===== src/rtl/uart_rx_monitor.sv =====
// rtl/uart_rx_monitor.sv - UART receiver/monitor with error-flagged show-ahead FIFO
//
// Ports:
//   clk, rst            system clock, asynchronous active-high reset
//   rxd                 serial input, idle high, asynchronous to clk
//   rd_valid/rd_ready   FIFO read handshake; head popped when both are high
//   rd_data/perr/ferr   head entry: data byte and its parity / framing error flags
//   fifo_level          entries held
//   busy                receiver is mid-frame
//   overrun             sticky, a completed frame was dropped on a full FIFO
//   clr_overrun         synchronous clear of overrun (set wins)
//   frame_cnt           completed frames, including errored and dropped ones
module uart_rx_monitor #(
   parameter int CLK_DIV    = 434,
   parameter int DATA_BITS  = 8,
   parameter int PARITY     = 0,
   parameter int STOP_BITS  = 1,
   parameter int FIFO_DEPTH = 16
) (
   input  logic                          clk,
   input  logic                          rst,
   input  logic                          rxd,
   output logic                          rd_valid,
   input  logic                          rd_ready,
   output logic [DATA_BITS-1:0]          rd_data,
   output logic                          rd_perr,
   output logic                          rd_ferr,
   output logic [$clog2(FIFO_DEPTH):0]   fifo_level,
   output logic                          busy,
   output logic                          overrun,
   input  logic                          clr_overrun,
   output logic [15:0]                   frame_cnt
);

   localparam int HALF = CLK_DIV / 2;
   localparam int TW   = $clog2(CLK_DIV);
   localparam int PW   = $clog2(FIFO_DEPTH);
   localparam int LW   = PW + 1;
   localparam int EW   = DATA_BITS + 2;

   typedef enum logic [2:0] {
      IDLE  = 3'd0,
      START = 3'd1,
      DATA  = 3'd2,
      PAR   = 3'd3,
      STOP  = 3'd4
   } state_t;

   state_t               state, state_nx;
   logic                 rxd_s1, rxd_s;
   logic [TW-1:0]        timer, timer_nx;
   logic [3:0]           bit_cnt, bit_nx;
   logic [DATA_BITS-1:0] shift, shift_nx;
   logic                 perr, perr_nx;
   logic                 ferr, ferr_nx;
   logic                 armed, armed_nx;
   logic                 push;

   // Two-flop synchroniser, preset to the idle level so reset never looks like a start bit.
   always_ff @(posedge clk or posedge rst) begin
      if (rst) begin
         rxd_s1 <= 1'b1;
         rxd_s  <= 1'b1;
      end else begin
         rxd_s1 <= rxd;
         rxd_s  <= rxd_s1;
      end
   end

   always_ff @(posedge clk or posedge rst) begin
      if (rst) begin
         state   <= IDLE;
         timer   <= '0;
         bit_cnt <= '0;
         shift   <= '0;
         perr    <= 1'b0;
         ferr    <= 1'b0;
         armed   <= 1'b0;
      end else begin
         state   <= state_nx;
         timer   <= timer_nx;
         bit_cnt <= bit_nx;
         shift   <= shift_nx;
         perr    <= perr_nx;
         ferr    <= ferr_nx;
         armed   <= armed_nx;
      end
   end

   always_comb begin
      state_nx = state;
      timer_nx = timer + 1'b1;
      bit_nx   = bit_cnt;
      shift_nx = shift;
      perr_nx  = perr;
      ferr_nx  = ferr;
      armed_nx = armed;
      push     = 1'b0;
      case (state)
         IDLE: begin
            timer_nx = '0;
            // Only a 1->0 transition starts a frame; a line held low after a
            // framing error must first return high before we re-arm.
            if (rxd_s)
               armed_nx = 1'b1;
            else if (armed)
               state_nx = START;
         end
         START: begin
            if (timer == TW'(HALF - 1)) begin
               timer_nx = '0;
               if (rxd_s) begin
                  state_nx = IDLE;
               end else begin
                  state_nx = DATA;
                  bit_nx   = '0;
                  perr_nx  = 1'b0;
                  ferr_nx  = 1'b0;
               end
            end
         end
         DATA: begin
            if (timer == TW'(CLK_DIV - 1)) begin
               timer_nx = '0;
               shift_nx = {rxd_s, shift[DATA_BITS-1:1]};
               if (bit_cnt == 4'(DATA_BITS - 1)) begin
                  bit_nx   = '0;
                  state_nx = (PARITY != 0) ? PAR : STOP;
               end else begin
                  bit_nx = bit_cnt + 4'd1;
               end
            end
         end
         PAR: begin
            if (timer == TW'(CLK_DIV - 1)) begin
               timer_nx = '0;
               perr_nx  = ((^shift) ^ rxd_s) != (PARITY == 1);
               state_nx = STOP;
            end
         end
         STOP: begin
            if (timer == TW'(CLK_DIV - 1)) begin
               timer_nx = '0;
               ferr_nx  = ferr | ~rxd_s;
               if (bit_cnt == 4'(STOP_BITS - 1)) begin
                  // Push mid-stop-bit so the next start edge can follow immediately.
                  push     = 1'b1;
                  bit_nx   = '0;
                  armed_nx = 1'b0;
                  state_nx = IDLE;
               end else begin
                  bit_nx = bit_cnt + 4'd1;
               end
            end
         end
         default: state_nx = IDLE;
      endcase
   end

   assign busy = (state != IDLE);

   // FIFO
   logic [EW-1:0] mem [FIFO_DEPTH];
   logic [PW-1:0] wr_ptr, rd_ptr;
   logic [LW-1:0] level;
   logic          full, pop, wr_en, drop;

   assign full     = (level == LW'(FIFO_DEPTH));
   assign rd_valid = (level != '0);
   assign pop      = rd_valid && rd_ready;
   assign wr_en    = push && (!full || pop);
   assign drop     = push && full && !pop;

   always_ff @(posedge clk) begin
      if (wr_en)
         mem[wr_ptr] <= {shift_nx, perr_nx, ferr_nx};
   end

   always_ff @(posedge clk or posedge rst) begin
      if (rst) begin
         wr_ptr    <= '0;
         rd_ptr    <= '0;
         level     <= '0;
         overrun   <= 1'b0;
         frame_cnt <= '0;
      end else begin
         if (wr_en)
            wr_ptr <= wr_ptr + 1'b1;
         if (pop)
            rd_ptr <= rd_ptr + 1'b1;
         if (wr_en && !pop)
            level <= level + 1'b1;
         else if (pop && !wr_en)
            level <= level - 1'b1;
         if (drop)
            overrun <= 1'b1;
         else if (clr_overrun)
            overrun <= 1'b0;
         if (push)
            frame_cnt <= frame_cnt + 16'd1;
      end
   end

   // Storage is not reset, so mask the head while the FIFO is empty.
   assign rd_data    = rd_valid ? mem[rd_ptr][EW-1:2] : '0;
   assign rd_perr    = rd_valid ? mem[rd_ptr][1] : 1'b0;
   assign rd_ferr    = rd_valid ? mem[rd_ptr][0] : 1'b0;
   assign fifo_level = level;

endmodule


===== config.mk =====
export PLATFORM = sky130hd
export DESIGN_NAME = uart_rx_monitor
export DESIGN_NICKNAME = d
export VERILOG_FILES = /design/src/rtl/uart_rx_monitor.sv
export SDC_FILE = /design/constraint.sdc
export NUM_CORES = 1
export LEC_CHECK = 0
export CAP_MARGIN = 20
export CORE_ASPECT_RATIO = 0.6
export CORE_MARGIN = 2
export CORE_UTILIZATION = 30
export CTS_CLUSTER_DIAMETER = 40
export DETAILED_ROUTE_END_ITERATION = 8
export SLEW_MARGIN = 0
export SYNTH_ARGS = -nofsm -noshare
export SYNTH_HDL_FRONTEND = slang
export SYNTH_SLANG_ARGS = --single-unit

===== constraint.sdc =====
create_clock -name clk -period 3.8 [get_ports clk]
set_input_delay 0.38 -clock clk [delete_from_list [all_inputs] [get_ports clk]]
set_output_delay 0.38 -clock clk [all_outputs]
set_load 0.05 [all_outputs]

==> impl.org <==
** Floorplan
- The die covers between 0.03 and 0.04 mm^2.
- Starting Density :: a little under a third
- The floorplan has 49 rows.
- IO Pins :: 39
- Width of the die :: around 230 um
- Floorplan core area :: 0.0298 mm^2
- The die is 138 um tall.

** Drt
- After detailed routing, the number of remaining DRC violations is 0.
- The routed layout has 4842 vias.
- Via density per instance :: ~4.7
- The pre-antenna-repair detailed-routing pass consisted of 5 iterations.
- Number of nets with antenna violations after routing :: 0
- Final wirelength :: ~19 mm
- In this run, the number of DRC markers left after iteration 0 of detailed routing was 491.
- After detailed routing, the average wire length per cell comes to 18.4 um.

** GRT
- Gr ovfl total :: 0
- The number of antenna violations at the first check in global routing was 0.
- Via count of the first global-routing pass :: slightly below 5000
- The first global-routing pass estimated about 30 mm of wire.
- Entering global routing, the biggest net connects 44 pins.
- Total Routing Usage GR :: between 10% and 20%

** STA
- Final Slew Violations :: 0
- Timing would allow up to 305 MHz.
- Final period demand of the worst path :: between 3000 and 4000 ps
- Setup TNS :: 0 ps
- Final number of hold-violating endpoints :: 0
- Setup repair after global routing missed its margin :: no
- For the pin with the worst max-slew slack, the measured transition is 698 ps.
- After layout, the worst path uses a little under nine tenths of the clock period.
- # setup viols final :: 0
- Headroom to the max-slew limit came out at 53.4%.
- For the final database, setup skew stands at a little under 10 ps.

** Clock tree
- Clock tree synthesis found a total of ~220 sinks.
- Clock tree from TritonCTS :: built
- The cell sitting at the root of the clock tree is a clkbuf_16.
- Clock slew seen by the registers of the worst setup and hold paths :: ~60 ps
- Setup bufs post-CTS :: 0
- Clock buffer depth :: 3
- Clock tree synthesis inserted a total of 25 buffers.
- Clock insertion delay at the later pin of the skew report :: between 500 and 600 ps
- H-tree depth :: 1
- In this run, post-CTS repair resized a total of 0 instances.
- Hold buffer count at CTS :: 0

** Synth
- Total of flip-flops plus latches after synthesis :: ~220
- Ys flop type :: edfxtp_1
- Count of cell types in the netlist :: 50
- The synthesized design contains 160 enable-type register cells.
- Count of synthesis-stage warnings from yosys :: 0
- The number of nets in the synthesized netlist is 564.
- Synthesis produced between 500 and 600 cells.
- The cell area that synthesis handed to floorplanning was ~0.009 mm^2.
- After synthesis, the share of flip-flops with an asynchronous set or reset is a little over a quarter.
- Dividing the synthesized area by the synthesized cell count gives about 17 um^2.
- Summing the sequential cell areas from Yosys gives between 60% and 70% of the chip area.

** Critical path
- Max stage delay on crit path :: between 500 and 600 ps
- Along the worst path, the maximum fanout reaches 7.
- At the worst endpoint, the arrival time is between 3000 and 4000 ps.
- Category of the worst setup path capture point :: flip-flop
- The worst setup path is launched from a flip-flop.
- Walking the worst path, the cells encountered are inv_1, ha_1, or3b_2, nor4_4, nand2_2, clkinv_1, ha_1, inv_1, fa_1, a21o_1, a21oi_1, xnor2_1, nor2_1, xor2_1.
- The slowest stage of the critical path is the or3b_2 cell.
- Category of the most critical setup path :: flip-flop to flip-flop
- Data required time at the worst endpoint :: around 4200 ps
- Dominant delay contributor by cell family on the critical path :: simple AND/OR/NAND/NOR gates
- Number of buffers and inverters on the critical path :: 3

** Final layout
- In the final design database the tool counted between 600 and 700 nets.
- The area growth from synthesis to layout is 20.3%.
- Cells fill 36.5% of the core in the end.
- The top cell types in the final layout, fill and taps aside, are edfxtp_1 (160), dfrtp_1 (55), mux4_2 (40).
- Share of cells above drive strength 1 :: 20.4%
- Leaving out fill and tap cells, the most frequent cell in the layout is edfxtp_1.
- Number of inserted diodes :: 0

** Power and ir drop
- Max rail drop VDD :: between 0.3 and 0.4 mV
- Leak Pwr :: 4.13 nW
- Pwr per Cell Area :: ~480 mW/mm^2

** Status
- Run status :: finished clean

** Hold path
- The min-delay analysis places its worst path in the category primary input to flip-flop.

** Placement
- Routability-driven placement finished with a final weighted congestion of about 0.77.
- Count of buffers inserted at the top-level ports :: 38
- Sum of net half-perimeters after detailed placement :: 12.5 mm

** Job
- Number of violations of the max-capacitance limit :: 0
==> where the power goes <==
part | leakage [nW] | total [mW] | switching [mW] | internal, mW
clock network | 0.387 | 2.35 | 1.00 | 1.34
logic | 1.09 | 0.226 | 0.142 | 0.0840
registers | 2.66 | 2.61 | 0.0444 | 2.56
==> flip-flops by register name, indices dropped and copies added, names as in the netlist <==
| register | flops |
|---|---|
| fifo_level | 5 |
| wr_ptr | 4 |
| ferr | 1 |
| armed | 1 |
| shift | 8 |
| perr | 1 |
| overrun | 1 |
| frame_cnt | 16 |
| timer | 9 |
| rd_ptr | 4 |
| rxd_s1 | 1 |
| rxd_s | 1 |
| mem | 160 |
| bit_cnt | 4 |
| state | 3 |
==> synth_stat cells, types with 3 or more instances <==
master	n	area [um^2]
nand2b_1	5	31.3
and2_1	12	75.1
o21ai_0	10	50.1
and3_1	6	37.5
nand3_1	11	55.1
mux2_2	9	101
buf_1	3	11.3
xnor2_1	32	280
a21oi_1	15	75.1
ha_1	15	188
nor4_1	5	31.3
buf_2	4	20.0
xor2_1	9	78.8
nand4_1	7	43.8
nor2_1	26	97.6
inv_1	17	63.8
mux4_2	40	901
nor2b_1	5	31.3
nand2_1	23	86.3
a22oi_1	23	173
edfxtp_1	160	4800
clkbuf_1	12	45.0
dfrtp_1	57	1430
nor3_1	5	25.0
==> cells by family after synthesis <==
group                      after synthesis  share of synthesized area (%)
xor gates and xnor gates                41                           3.97
adders and majority gates               16                           2.30
and+or+nand+nor                        122                           7.35
buffers and inverters                   38                           1.67
AOI/OAI and AO/OA                       58                           4.15
muxes                                   49                           11.1
DFF                                    219                           69.5
==> metal layers <==
layer | global-route usage (%) | up-vias | share of wire, %
met2 | 17.1 | 142 | 41
met4 | 2.34 | 0 | 1.4
met3 | 2.17 | 18 | 6.7
li1 | - | 2215 | -
met5 | 0 | - | 0
met1 | 19.8 | 2467 | 51
==> stage by stage <==
step	setup slack [ps]	hold WS, ps	std cells	power, mW	area, um^2
after floorplan	610	345	543	2.82	9040
after global placement	584	346	989	2.89	10100
after detailed placement	524	347	989	2.89	10100
after CTS	445	286	1035	5.24	10900
after global routing	302	295	1035	5.36	10900
final	520	290	1035	5.18	10900
==> path summary, 6_finish.rpt <==
kind,endpoint,cells after the start,from,slack (ps)
hold reg to reg,rxd_s$_DFF_PP1_,0,rxd_s1$_DFF_PP1_,360
min in group asynchronous,frame_cnt[10]$_DFFE_PP0P_,2,rst,300
setup reg to reg,fifo_level[4]$_DFFE_PP0P_,14,bit_cnt[0]$_DFFE_PP0P_,520
max in group asynchronous,rxd_s$_DFF_PP1_,3,rst,2630
setup / recovery,fifo_level[4]$_DFFE_PP0P_,14,bit_cnt[0]$_DFFE_PP0P_,520
hold / removal,rxd_s1$_DFF_PP1_,1,rxd,290
==> layout make-up <==
type | count | area [um^2]
fill | 2793 | 18900
sequential | 219 | 6290
multi-input combinational | 286 | 2630
clock buffer | 28 | 657
timing repair buffer | 58 | 556
tap | 408 | 510
clock inverter | 18 | 165
inverter | 18 | 67.6
==> worst reg2reg max path, stage by stage, from the launching register on <==
cell      delay (ps)
dfrtp_1          420
inv_1             70
ha_1             130
or3b_2           510
nor4_4           250
nand2_2          200
clkinv_1         180
ha_1             200
inv_1            100
fa_1             420
a21o_1           180
a21oi_1          160
xnor2_1          140
nor2_1            60
xor2_1           140
Power figures use the tool's default switching activity.
